`src/rtl/riscv_alu_pkg.sv`:
```
`default_nettype none
// ============================================================================
// Module   : riscv_alu_pkg
// Brief    : Shared ALU control codes, mul/div op codes and sequencer states.
// Revision : 1.0 - initial release
// ============================================================================
package riscv_alu_pkg;

  localparam logic [3:0] ALU_ADD = 4'b0000;
  localparam logic [3:0] ALU_SUB = 4'b1000;

  typedef enum logic [1:0] {
    MD_MUL   = 2'b00,
    MD_MULHU = 2'b01,
    MD_DIVU  = 2'b10,
    MD_REMU  = 2'b11
  } md_op_e;

  typedef enum logic [1:0] {
    IDLE = 2'b00,
    RUN  = 2'b01,
    DONE = 2'b10
  } md_state_e;

  // Divide ops share bit 1; the "upper" result (hi / rem) is selected by bit 0.
  function automatic logic md_is_div(input md_op_e op);
    return op[1];
  endfunction

  function automatic logic md_takes_acc(input md_op_e op);
    return op[0];
  endfunction

endpackage
`default_nettype wire

```
`src/rtl/muldiv_seq_if.sv`:
```
`default_nettype none
// ============================================================================
// Module   : muldiv_seq_if
// Brief    : Command/result and shared-ALU bundle of the mul/div sequencer.
// Revision : 1.0 - initial release
// ============================================================================
interface muldiv_seq_if #(
  parameter int WIDTH = 32
);
  logic             start;
  logic [1:0]       op;
  logic [WIDTH-1:0] opa;
  logic [WIDTH-1:0] opb;
  logic             busy;
  logic             done;
  logic [WIDTH-1:0] result;
  logic             alu_req;
  logic             alu_gnt;
  logic [WIDTH-1:0] alu_srca;
  logic [WIDTH-1:0] alu_srcb;
  logic [3:0]       alu_control;
  logic [WIDTH-1:0] alu_out;

  // slave: the sequencer; master: the core (command source and ALU owner)
  modport slave (
    input  start, op, opa, opb, alu_gnt, alu_out,
    output busy, done, result, alu_req, alu_srca, alu_srcb, alu_control
  );

  modport master (
    output start, op, opa, opb, alu_gnt, alu_out,
    input  busy, done, result, alu_req, alu_srca, alu_srcb, alu_control
  );
endinterface
`default_nettype wire

```
`src/rtl/muldiv_step.sv`:
```
`default_nettype none
// ============================================================================
// Module   : muldiv_step
// Brief    : One shift-add / restoring-subtract iteration around the shared ALU.
// Revision : 1.0 - initial release
// ============================================================================
module muldiv_step
  import riscv_alu_pkg::*;
#(
  parameter int WIDTH = 32
) (
  input  logic             is_div,
  input  logic [WIDTH-1:0] acc,      // hi (multiply) or rem (divide)
  input  logic [WIDTH-1:0] q,        // lo (multiply) or quo (divide)
  input  logic [WIDTH-1:0] opa,
  input  logic [WIDTH-1:0] opb,
  input  logic [WIDTH-1:0] alu_out,
  output logic [WIDTH-1:0] srca,
  output logic [WIDTH-1:0] srcb,
  output logic [3:0]       control,
  output logic [WIDTH-1:0] acc_nxt,
  output logic [WIDTH-1:0] q_nxt
);

  logic [WIDTH-1:0] w_mul_b;
  logic [WIDTH-1:0] w_sh;
  logic             w_msb;
  logic             w_carry;
  logic             w_borrow;

  assign w_mul_b = q[0] ? opa : '0;
  assign w_sh    = {acc[WIDTH-2:0], q[WIDTH-1]};
  assign w_msb   = acc[WIDTH-1];

  // The ALU has no carry flag, so carry/borrow are rebuilt from the MSBs.
  assign w_carry  = (acc[WIDTH-1] & w_mul_b[WIDTH-1])
                  | ((acc[WIDTH-1] | w_mul_b[WIDTH-1]) & ~alu_out[WIDTH-1]);
  assign w_borrow = (~w_sh[WIDTH-1] & opb[WIDTH-1])
                  | ((~w_sh[WIDTH-1] | opb[WIDTH-1]) & alu_out[WIDTH-1]);

  always_comb begin
    srca    = acc;
    srcb    = w_mul_b;
    control = ALU_ADD;
    acc_nxt = {w_carry, alu_out[WIDTH-1:1]};
    q_nxt   = {alu_out[0], q[WIDTH-1:1]};
    if (is_div) begin
      srca    = w_sh;
      srcb    = opb;
      control = ALU_SUB;
      // A set msb means the true shifted remainder exceeds 2^WIDTH > divisor.
      if (w_msb | ~w_borrow) begin
        acc_nxt = alu_out;
        q_nxt   = {q[WIDTH-2:0], 1'b1};
      end else begin
        acc_nxt = w_sh;
        q_nxt   = {q[WIDTH-2:0], 1'b0};
      end
    end
  end

endmodule
`default_nettype wire

```
`src/rtl/muldiv_seq.sv`:
```
`default_nettype none
// ============================================================================
// Module   : muldiv_seq
// Brief    : Multi-cycle MUL/MULHU/DIVU/REMU sequencer borrowing the core ALU.
// Revision : 1.0 - initial release
// ============================================================================
module muldiv_seq
  import riscv_alu_pkg::*;
#(
  parameter int WIDTH = 32,
  parameter int STEPS = 32
) (
  input  logic        clk,
  input  logic        rst_n,
  muldiv_seq_if.slave bus
);

  localparam int             CNT_W    = $clog2(STEPS);
  localparam logic [CNT_W-1:0] LAST_STEP = CNT_W'(STEPS - 1);

  md_state_e        r_state;
  md_op_e           r_op;
  logic [CNT_W-1:0] r_count;
  logic [WIDTH-1:0] r_opa;
  logic [WIDTH-1:0] r_opb;
  logic [WIDTH-1:0] r_acc;
  logic [WIDTH-1:0] r_q;
  logic [WIDTH-1:0] r_result;
  logic             r_busy;
  logic             r_done;
  logic             r_alu_req;

  md_op_e           w_op;
  logic [WIDTH-1:0] w_srca;
  logic [WIDTH-1:0] w_srcb;
  logic [3:0]       w_control;
  logic [WIDTH-1:0] w_acc_nxt;
  logic [WIDTH-1:0] w_q_nxt;

  assign w_op = md_op_e'(bus.op);

  muldiv_step #(
    .WIDTH (WIDTH)
  ) u_step (
    .is_div  (md_is_div(r_op)),
    .acc     (r_acc),
    .q       (r_q),
    .opa     (r_opa),
    .opb     (r_opb),
    .alu_out (bus.alu_out),
    .srca    (w_srca),
    .srcb    (w_srcb),
    .control (w_control),
    .acc_nxt (w_acc_nxt),
    .q_nxt   (w_q_nxt)
  );

  always_ff @(posedge clk or negedge rst_n) begin
    if (!rst_n) begin
      r_state   <= IDLE;
      r_op      <= MD_MUL;
      r_count   <= '0;
      r_opa     <= '0;
      r_opb     <= '0;
      r_acc     <= '0;
      r_q       <= '0;
      r_result  <= '0;
      r_busy    <= 1'b0;
      r_done    <= 1'b0;
      r_alu_req <= 1'b0;
    end else begin
      case (r_state)
        IDLE: begin
          r_done <= 1'b0;
          if (bus.start) begin
            r_op    <= w_op;
            r_opa   <= bus.opa;
            r_opb   <= bus.opb;
            r_count <= '0;
            r_busy  <= 1'b1;
            if (md_is_div(w_op) && (bus.opb == '0)) begin
              // Divide by zero: quotient all ones, remainder is the dividend.
              r_acc    <= bus.opa;
              r_q      <= '1;
              r_result <= md_takes_acc(w_op) ? bus.opa : '1;
              r_done   <= 1'b1;
              r_state  <= DONE;
            end else begin
              r_acc     <= '0;
              r_q       <= md_is_div(w_op) ? bus.opa : bus.opb;
              r_alu_req <= 1'b1;
              r_state   <= RUN;
            end
          end
        end
        RUN: begin
          if (bus.alu_gnt) begin
            r_acc   <= w_acc_nxt;
            r_q     <= w_q_nxt;
            r_count <= r_count + 1'b1;
            if (r_count == LAST_STEP) begin
              // Load the result on entry so it is valid alongside done.
              r_result  <= md_takes_acc(r_op) ? w_acc_nxt : w_q_nxt;
              r_alu_req <= 1'b0;
              r_done    <= 1'b1;
              r_state   <= DONE;
            end
          end
        end
        DONE: begin
          r_done  <= 1'b0;
          r_busy  <= 1'b0;
          r_state <= IDLE;
        end
        default: begin
          r_done    <= 1'b0;
          r_busy    <= 1'b0;
          r_alu_req <= 1'b0;
          r_state   <= IDLE;
        end
      endcase
    end
  end

  assign bus.busy        = r_busy;
  assign bus.done        = r_done;
  assign bus.result      = r_result;
  assign bus.alu_req     = r_alu_req;
  // Operands come straight from held registers, so they stay put while ungranted.
  assign bus.alu_srca    = r_alu_req ? w_srca : '0;
  assign bus.alu_srcb    = r_alu_req ? w_srcb : '0;
  assign bus.alu_control = r_alu_req ? w_control : ALU_ADD;

endmodule
`default_nettype wire
```
`src/flat_wrapper.sv`:
```
// flat-port wrapper written by rule: the top's interface ports become plain ports
module muldiv_seq_flat import riscv_alu_pkg::*;
#(
  parameter int WIDTH = 32,
  parameter int STEPS = 32
)
  (clk, rst_n, bus_start, bus_op, bus_opa, bus_opb, bus_alu_gnt, bus_alu_out, bus_busy, bus_done, bus_result, bus_alu_req, bus_alu_srca, bus_alu_srcb, bus_alu_control);
  muldiv_seq_if #(.WIDTH(WIDTH)) bus_i ();
  input  logic clk;
  input  logic rst_n;
  input wire logic [$bits(bus_i.start)-1:0] bus_start;
  input wire logic [$bits(bus_i.op)-1:0] bus_op;
  input wire logic [$bits(bus_i.opa)-1:0] bus_opa;
  input wire logic [$bits(bus_i.opb)-1:0] bus_opb;
  input wire logic [$bits(bus_i.alu_gnt)-1:0] bus_alu_gnt;
  input wire logic [$bits(bus_i.alu_out)-1:0] bus_alu_out;
  output wire logic [$bits(bus_i.busy)-1:0] bus_busy;
  output wire logic [$bits(bus_i.done)-1:0] bus_done;
  output wire logic [$bits(bus_i.result)-1:0] bus_result;
  output wire logic [$bits(bus_i.alu_req)-1:0] bus_alu_req;
  output wire logic [$bits(bus_i.alu_srca)-1:0] bus_alu_srca;
  output wire logic [$bits(bus_i.alu_srcb)-1:0] bus_alu_srcb;
  output wire logic [$bits(bus_i.alu_control)-1:0] bus_alu_control;
  assign bus_i.start = bus_start;
  assign bus_i.op = bus_op;
  assign bus_i.opa = bus_opa;
  assign bus_i.opb = bus_opb;
  assign bus_i.alu_gnt = bus_alu_gnt;
  assign bus_i.alu_out = bus_alu_out;
  assign bus_busy = bus_i.busy;
  assign bus_done = bus_i.done;
  assign bus_result = bus_i.result;
  assign bus_alu_req = bus_i.alu_req;
  assign bus_alu_srca = bus_i.alu_srca;
  assign bus_alu_srcb = bus_i.alu_srcb;
  assign bus_alu_control = bus_i.alu_control;
  muldiv_seq #(.WIDTH(WIDTH), .STEPS(STEPS)) u_core (.clk(clk), .rst_n(rst_n), .bus(bus_i));
endmodule
```
`config.mk`:
```
export PLATFORM = sky130hd
export DESIGN_NAME = muldiv_seq_flat
export DESIGN_NICKNAME = d
export VERILOG_FILES = /design/src/rtl/riscv_alu_pkg.sv /design/src/rtl/muldiv_seq_if.sv /design/src/rtl/muldiv_step.sv /design/src/rtl/muldiv_seq.sv /design/src/flat_wrapper.sv
export SDC_FILE = /design/constraint.sdc
export NUM_CORES = 1
export LEC_CHECK = 0
export CORE_MARGIN = 2
export CORE_UTILIZATION = 58
export CTS_CLUSTER_SIZE = 14
export DETAILED_ROUTE_END_ITERATION = 6
export PLACE_DENSITY = 0.95
export RECOVER_POWER = 50
export SLEW_MARGIN = 5
export SYNTH_ARGS = -nofsm -noshare
export SYNTH_HDL_FRONTEND = slang
export SYNTH_HIERARCHICAL = 1
export SYNTH_SLANG_ARGS = --single-unit
```
`constraint.sdc`:
```
create_clock -name clk -period 5.6 [get_ports clk]
set_input_delay 0.84 -clock clk [delete_from_list [all_inputs] [get_ports clk]]
set_output_delay 0.84 -clock clk [all_outputs]
set_load 0.02 [all_outputs]
```
==> results of run 1 <==
==> area by class of cell <==
class,count,area share
antenna,1,0.000181
clock buffer,25,0.0366
clock inverter,6,0.00435
inverter,5,0.00136
multi-input combinational,909,0.466
sequential,172,0.312
tap,265,0.0240
timing repair buffer,221,0.156
==> layer usage <==
metal  global-route usage  vias to the layer above  part of all wire
met4                0.162                        2             0.046
met5                    0                        -           0.00033
met3                0.115                      209              0.15
met1                0.517                     5437              0.37
li1                     -                     4723                 -
met2                0.557                     1072              0.43
==> worst max-delay path by stage <==
stage,start,end
2_1_floorplan,bus_alu_out[31],u_core/bus.result[22]
3_3_place_gp,bus_opb[18],u_core/r_q[31]
3_5_place_dp,bus_opb[18],u_core/r_q[31]
4_1_cts,u_core/r_op[1],bus_alu_srcb[6]
5_1_grt,bus_start,u_core/r_opb[4]
6_report,bus_start,u_core/r_opa[13]
==> placed cells by master (no fill, tap or decap), types with 7 or more instances in the layout <==
master           instances
a22oi_1                 32
a22o_1                  31
o211ai_1               128
o21ai_0                  7
buf_4                   17
nand3b_1                33
mux2_2                  67
and2_1                  68
clkbuf_16               17
a31oi_1                 31
o211ai_2                30
nor2_1                  36
a21oi_1                 35
and3_1                  33
mux2i_1                 31
a221o_1                 32
clkdlybuf4s50_1        164
o22ai_1                 31
dlygate4sd3_1           35
mux2_1                  27
dfrtp_1                170
nand2_1                205
==> sequential cells by signal (all words and copies together), names as in the netlist <==
signal	flops
u_core/r_state	2
u_core/r_opa	32
u_core/r_count	5
u_core/bus.done	1
u_core/r_q	32
u_core/bus.busy	1
u_core/r_acc	32
u_core/bus.alu_req	1
u_core/r_opb	32
u_core/bus.result	32
u_core/r_op	2
==> per-stage QoR <==
stage	area, um^2	setup slack (ps)	total power [W]	cells	hold slack, ps
floorplan	11400	3380	0.00487	1219	445
global placement	13200	2120	0.00600	1572	457
detailed placement	13200	2160	0.00617	1572	464
CTS	13800	1800	0.00736	1603	479
global route	13800	1220	0.00786	1603	500
finish	13800	1500	0.00754	1604	455
==> power by group through the flow <==
stage,clock [W],sequential (W),combinational (W)
2_1_floorplan,0,0.00196,0.00291
3_3_place_gp,0,0.00210,0.00390
3_5_place_dp,0,0.00213,0.00403
4_1_cts,0.00116,0.00213,0.00408
5_1_grt,0.00121,0.00220,0.00446
6_report,0.00116,0.00215,0.00423
==> kinds of logic after synthesis <==
group                      Yosys count
and+or+nand+nor                    405
DFF                                172
xor gates and xnor gates             2
muxes                              125
other                                1
AOI/OAI and AO/OA                  371
buffers and inverters              138
adders and majority gates            3
==> critical path: cells and delay by family <==
family | cells | cell delay (ps)
simple gates | 4 | 940
buf+inv | 2 | 2640
==> flow_metrics.env, run 1 <==
export IMPL_reg2reg_slack_ps=1880
export IMPL_cts_tree="done"
export IMPL_clkLatencyLatePin_ps=430
export IMPL_cp_max_fo=67
export IMPL_vdd_ir_drop_max_uv=406
export IMPL_synthTopCellsByCount="nand2_1 (205), dfrtp_1 (172), o211ai_1 (128)"
export IMPL_outcome="complete, but fails checks"
export IMPL_clk_pin_slew_worst_paths_ps=70
export IMPL_yosys_area_share_adder=0.00309
export IMPL_p_sw_frac=0.447
export IMPL_yosysTopAreaCellShare=0.379
export IMPL_slew_violations=158
export IMPL_critical_path_class="input pin to register"
export IMPL_hold_class="input pin to asynchronous set/reset pin"
export IMPL_final_hold_viol_count=0
export IMPL_max_slew_margin=-0.930
export IMPL_share_seq_of_total_power=0.286
export IMPL_via_per_inst=7.13
export IMPL_path_cells="dlygate4sd3_1 -> nand2b_1 -> nor2_4 -> clkbuf_1 -> nand2_1 -> nand2_1"
export IMPL_crit_top_cell="nand2_1"
export IMPL_die_area_um2=20700
export IMPL_end_kind="register"
export IMPL_initial_utilization=0.587
export IMPL_reg2reg_depth=5
export IMPL_cts_path_max_buffers=2
export IMPL_clockPowerShare=0.153
export IMPL_synth_seq_cells=172
export IMPL_yosysMostFrequentCell="nand2_1"
export IMPL_final_util=0.714
export IMPL_skew_ps=6.70
export IMPL_p_comb_frac=0.561
export IMPL_ioPinCount=205
export IMPL_ys_types=50
export IMPL_grt_max_degree=101
export IMPL_critPathMaxStageDelay_ps=2070
export IMPL_grt_pass1_vias=10800
export IMPL_setup_viol=0
export IMPL_synth_top_family_by_area="compound AO/OA/AOI/OAI gates"
export IMPL_finalSetupTns_ps=0
export IMPL_numCtsBuffers=17
export IMPL_area_growth_syn_to_layout_pct=21.6
export IMPL_cts_root_buf="clkbuf_16"
export IMPL_ys_flop_type="dfrtp_1"
export IMPL_cp_arrival_ps=4450
export IMPL_coreArea_um2=19300
export IMPL_grt_pass1_wl_mm=60.5
export IMPL_htreeDepth=4
export IMPL_dr_total_vias=11400
export IMPL_ctsResizeCount=0
export IMPL_dp_hpwl_mm=24.9
export IMPL_yosysWarnings=6
export IMPL_r2r_start="u_core/r_state[0]"
export IMPL_synth_xor_area_frac=0.00154
export IMPL_violations="capacitance limit, slew limit"
export IMPL_wl_per_cell_um=24.3
export IMPL_io_buffers=201
export IMPL_internal_power_w=0.00417
export IMPL_switching_power_w=0.00337
export IMPL_synthTopCellsByArea="dfrtp_1 (38%), o211ai_1 (8.5%), nand2_1 (6.8%), mux2_2 (6.6%), and2_1 (3.7%)"
export IMPL_muxShareOfSynthArea=0.121
export IMPL_cp_required_ps=5950
export IMPL_rsz0062_at_grt="false"
export IMPL_clock_sinks=172
export IMPL_post_route_min_period_ps=4100
export IMPL_synthCells=1217
export IMPL_rows=51
export IMPL_synth_compound_area_frac=0.253
export IMPL_critical_path_startpoint_type="input pin"
export IMPL_power_leakage_nw=5.87
export IMPL_grt_overflow_total=0
export IMPL_antenna_left=0
export IMPL_fp_dieH_um=144
export IMPL_nNetsFinal=1430
export IMPL_power_density_nw_per_um2=546
export IMPL_track_usage=0.378
export IMPL_clock_fmax_mhz=244
export IMPL_register_area_um2=4310
export IMPL_fillCellCount=1314
export IMPL_multiInputGateArea_um2=6430
export IMPL_postSynthAreaPerCell_um2=9.33
export IMPL_wl_mm=39.1
export IMPL_die_x_um=144
export IMPL_cap_violations=3
export IMPL_synthSimpleGateAreaFrac=0.183
export IMPL_seq_area_frac_synth=0.379
export IMPL_syn_cell_area_um2=11400
export IMPL_drive_gt1_frac=0.125
export IMPL_cpMaxStageDelayCell="clkbuf_1"
export IMPL_yosysTopAreaCell="dfrtp_1"
export IMPL_antenna_found_initial=2
export IMPL_first_iter_violations=1817
export IMPL_worst_slew_pin_slew_ps=2890
export IMPL_synth_edff_count=0
export IMPL_cts_hold_buf=0
export IMPL_finalCritPeriodShare=0.733
export IMPL_post_cts_buffers=0
export IMPL_place_congestion=0.978
export IMPL_r2r_end="u_core/r_opa[13]"
export IMPL_drt_first_pass_iters=7
export IMPL_drc_errors=0
export IMPL_async_flop_share=1.00
No activity file was read; power rests on OpenSTA's default activity.
==> inputs of run 2 (changes only) <==
--- a/config.mk
+++ b/config.mk
@@ -6,10 +6,10 @@
 export NUM_CORES = 1
 export LEC_CHECK = 0
 export CORE_MARGIN = 2
-export CORE_UTILIZATION = 58
+export CORE_UTILIZATION = 54
 export CTS_CLUSTER_SIZE = 14
 export DETAILED_ROUTE_END_ITERATION = 6
-export PLACE_DENSITY = 0.95
+export PLACE_DENSITY = 0.9
 export RECOVER_POWER = 50
 export SLEW_MARGIN = 5
 export SYNTH_ARGS = -nofsm -noshare
==> constraint.sdc (replaced) <==
create_clock -name clk -period 4.18 [get_ports clk]
set_input_delay 0.627 -clock clk [delete_from_list [all_inputs] [get_ports clk]]
set_output_delay 0.627 -clock clk [all_outputs]
set_load 0.02 [all_outputs]
==> run 2 against run 1 <==
  * Cell area up 0.60%
  * Global-route usage down 3.9 points
  * Clock power grew 35%
  * First-iteration DRC count is 5.1% higher
  * Utilization down 4.7 points
  * Largest cell class unchanged
  * Clock skew hardly changed
  * The flow still finishes with violations (capacitance limit, slew limit)
  * Critical path depth decreased by 2
  * Sequential cell count stayed put
  * Critical path type is now register to output port
  * Sequential power up 36%
  * Via count fell by 3.3%
==> flow_metrics.env, run 2 (synthesis gave the netlist of run 1 again) <==
export IMPL_wl_mm=38.0
export IMPL_cap_violations=1
export IMPL_clock_fmax_mhz=294
export IMPL_ctsResizeCount=0
export IMPL_cpMaxStageDelayCell="dfrtp_4"
export IMPL_track_usage=0.339
export IMPL_cp_required_ps=3550
export IMPL_drt_first_pass_iters=6
export IMPL_rows=53
export IMPL_cts_root_buf="clkbuf_16"
export IMPL_rsz0062_at_grt="false"
export IMPL_critPathMaxStageDelay_ps=720
export IMPL_clockPowerShare=0.156
export IMPL_switching_power_w=0.00447
export IMPL_finalSetupTns_ps=0
export IMPL_layout_common_cells="nand2_1 (205), dfrtp_1 (170), clkdlybuf4s50_1 (164)"
export IMPL_outcome="complete, but fails checks"
export IMPL_final_hold_viol_count=0
export IMPL_multiInputGateArea_um2=6420
export IMPL_end_kind="output port"
export IMPL_grt_max_degree=106
export IMPL_final_util=0.667
export IMPL_internal_power_w=0.00557
export IMPL_layout_commonest_cell="nand2_1"
export IMPL_first_iter_violations=1910
export IMPL_hold_class="register to register"
export IMPL_clkLatencyLatePin_ps=430
export IMPL_die_x_um=149
export IMPL_dp_hpwl_mm=25.1
export IMPL_critical_path_startpoint_type="register"
export IMPL_coreArea_um2=20800
export IMPL_finalCritPeriodShare=0.813
export IMPL_grt_pass1_wl_mm=58.9
export IMPL_cts_path_max_buffers=2
export IMPL_area_growth_syn_to_layout_pct=22.3
export IMPL_io_buffers=201
export IMPL_p_comb_frac=0.551
export IMPL_violations="capacitance limit, slew limit"
export IMPL_crit_family="buffers and inverters"
export IMPL_fillCellCount=1560
export IMPL_clock_sinks=172
export IMPL_place_congestion=0.968
export IMPL_grt_pass1_vias=10200
export IMPL_path_cells="buf_4 -> mux2_2 -> and2_1 -> clkdlybuf4s50_1"
export IMPL_worst_slew_pin_slew_ps=2750
export IMPL_share_seq_of_total_power=0.292
export IMPL_slew_violations=105
export IMPL_initial_utilization=0.545
export IMPL_cp_arrival_ps=2770
export IMPL_ioPinCount=205
export IMPL_post_cts_buffers=0
export IMPL_antenna_cells=0
export IMPL_wl_per_cell_um=23.4
export IMPL_drc_errors=0
export IMPL_power_density_nw_per_um2=723
export IMPL_critPathBufInv=2
export IMPL_drive_gt1_frac=0.134
export IMPL_critical_path_class="register to output port"
export IMPL_setup_viol=0
export IMPL_cts_tree="done"
export IMPL_antenna_found_initial=3
export IMPL_cp_max_fo=40
export IMPL_register_area_um2=4310
export IMPL_max_slew_margin=-0.833
export IMPL_post_route_min_period_ps=3400
export IMPL_htreeDepth=4
export IMPL_skew_ps=6.24
export IMPL_clk_pin_slew_worst_paths_ps=70
export IMPL_antenna_left=0
export IMPL_die_area_um2=22200
export IMPL_via_per_inst=6.82
export IMPL_vdd_ir_drop_max_uv=364
export IMPL_nNetsFinal=1439
export IMPL_fp_dieH_um=149
export IMPL_power_leakage_nw=5.91
export IMPL_dr_total_vias=11100
export IMPL_grt_overflow_total=0
export IMPL_p_sw_frac=0.445
export IMPL_cts_hold_buf=0
export IMPL_numCtsBuffers=17
==> run 2: power groups by stage <==
| stage | combinational, W | sequential [W] | clock (W) |
|---|---|---|---|
| 2_1_floorplan | 0.00390 | 0.00262 | 0 |
| 5_1_grt | 0.00588 | 0.00301 | 0.00164 |
| 3_3_place_gp | 0.00522 | 0.00289 | 0 |
| 6_report | 0.00553 | 0.00293 | 0.00157 |
| 3_5_place_dp | 0.00537 | 0.00293 | 0 |
| 4_1_cts | 0.00540 | 0.00291 | 0.00157 |
==> run 2: per-layer routing <==
metal | part of all wire | wire, um | up-vias | global-route usage
met4 | 0.034 | 1290 | 2 | 0.125
met2 | 0.44 | 16800 | 902 | 0.504
met1 | 0.38 | 14500 | 5294 | 0.479
met5 | 0.00034 | 13 | - | 0
met3 | 0.14 | 5370 | 123 | 0.0881
li1 | - | - | 4748 | -
==> run 2: stage by stage <==
| step | hold slack, ps | area, um^2 | std cells | power (W) | setup slack [ps] |
|---|---|---|---|---|---|
| after global routing | 485 | 13900 | 1623 | 0.0105 | 513 |
| after floorplan | 331 | 11400 | 1219 | 0.00652 | 2170 |
| after detailed placement | 463 | 13300 | 1591 | 0.00830 | 778 |
| after global placement | 456 | 13300 | 1591 | 0.00811 | 847 |
| after CTS | 375 | 13900 | 1623 | 0.00989 | 811 |
| final | 477 | 13900 | 1623 | 0.0100 | 781 |
==> run 2: path summary, 6_finish.rpt <==
| kind | start | to | slack, ps | depth (start not counted) |
|---|---|---|---|---|
| setup / recovery | u_core/r_op[1] | bus_alu_srca[10] | 780 | 4 |
| hold / removal | u_core/r_opb[8] | u_core/r_opb[8] | 480 | 2 |
| setup reg to reg | u_core/r_state[0] | u_core/r_acc[11] | 1290 | 4 |
| hold reg to reg | u_core/r_opb[8] | u_core/r_opb[8] | 480 | 2 |
| max in group asynchronous | rst_n | u_core/r_op[1] | 1140 | 1 |
| min in group asynchronous | rst_n | u_core/r_acc[23] | 1040 | 1 |
==> run 2: tightest hold or removal path, delay by kind of cell, from the launching register on <==
kind             cells  cell delay [ps]
DFF                  1              340
and+or+nand+nor      2              100
==> run 2: area by class of cell <==
type / instances / share of cell area
inverters: 5 / 0.00135
clock buffers: 21 / 0.0332
repair buffers: 230 / 0.160
flip-flops and latches: 172 / 0.310
multi-input cells: 909 / 0.462
well taps: 275 / 0.0248
clock inverters: 11 / 0.00802
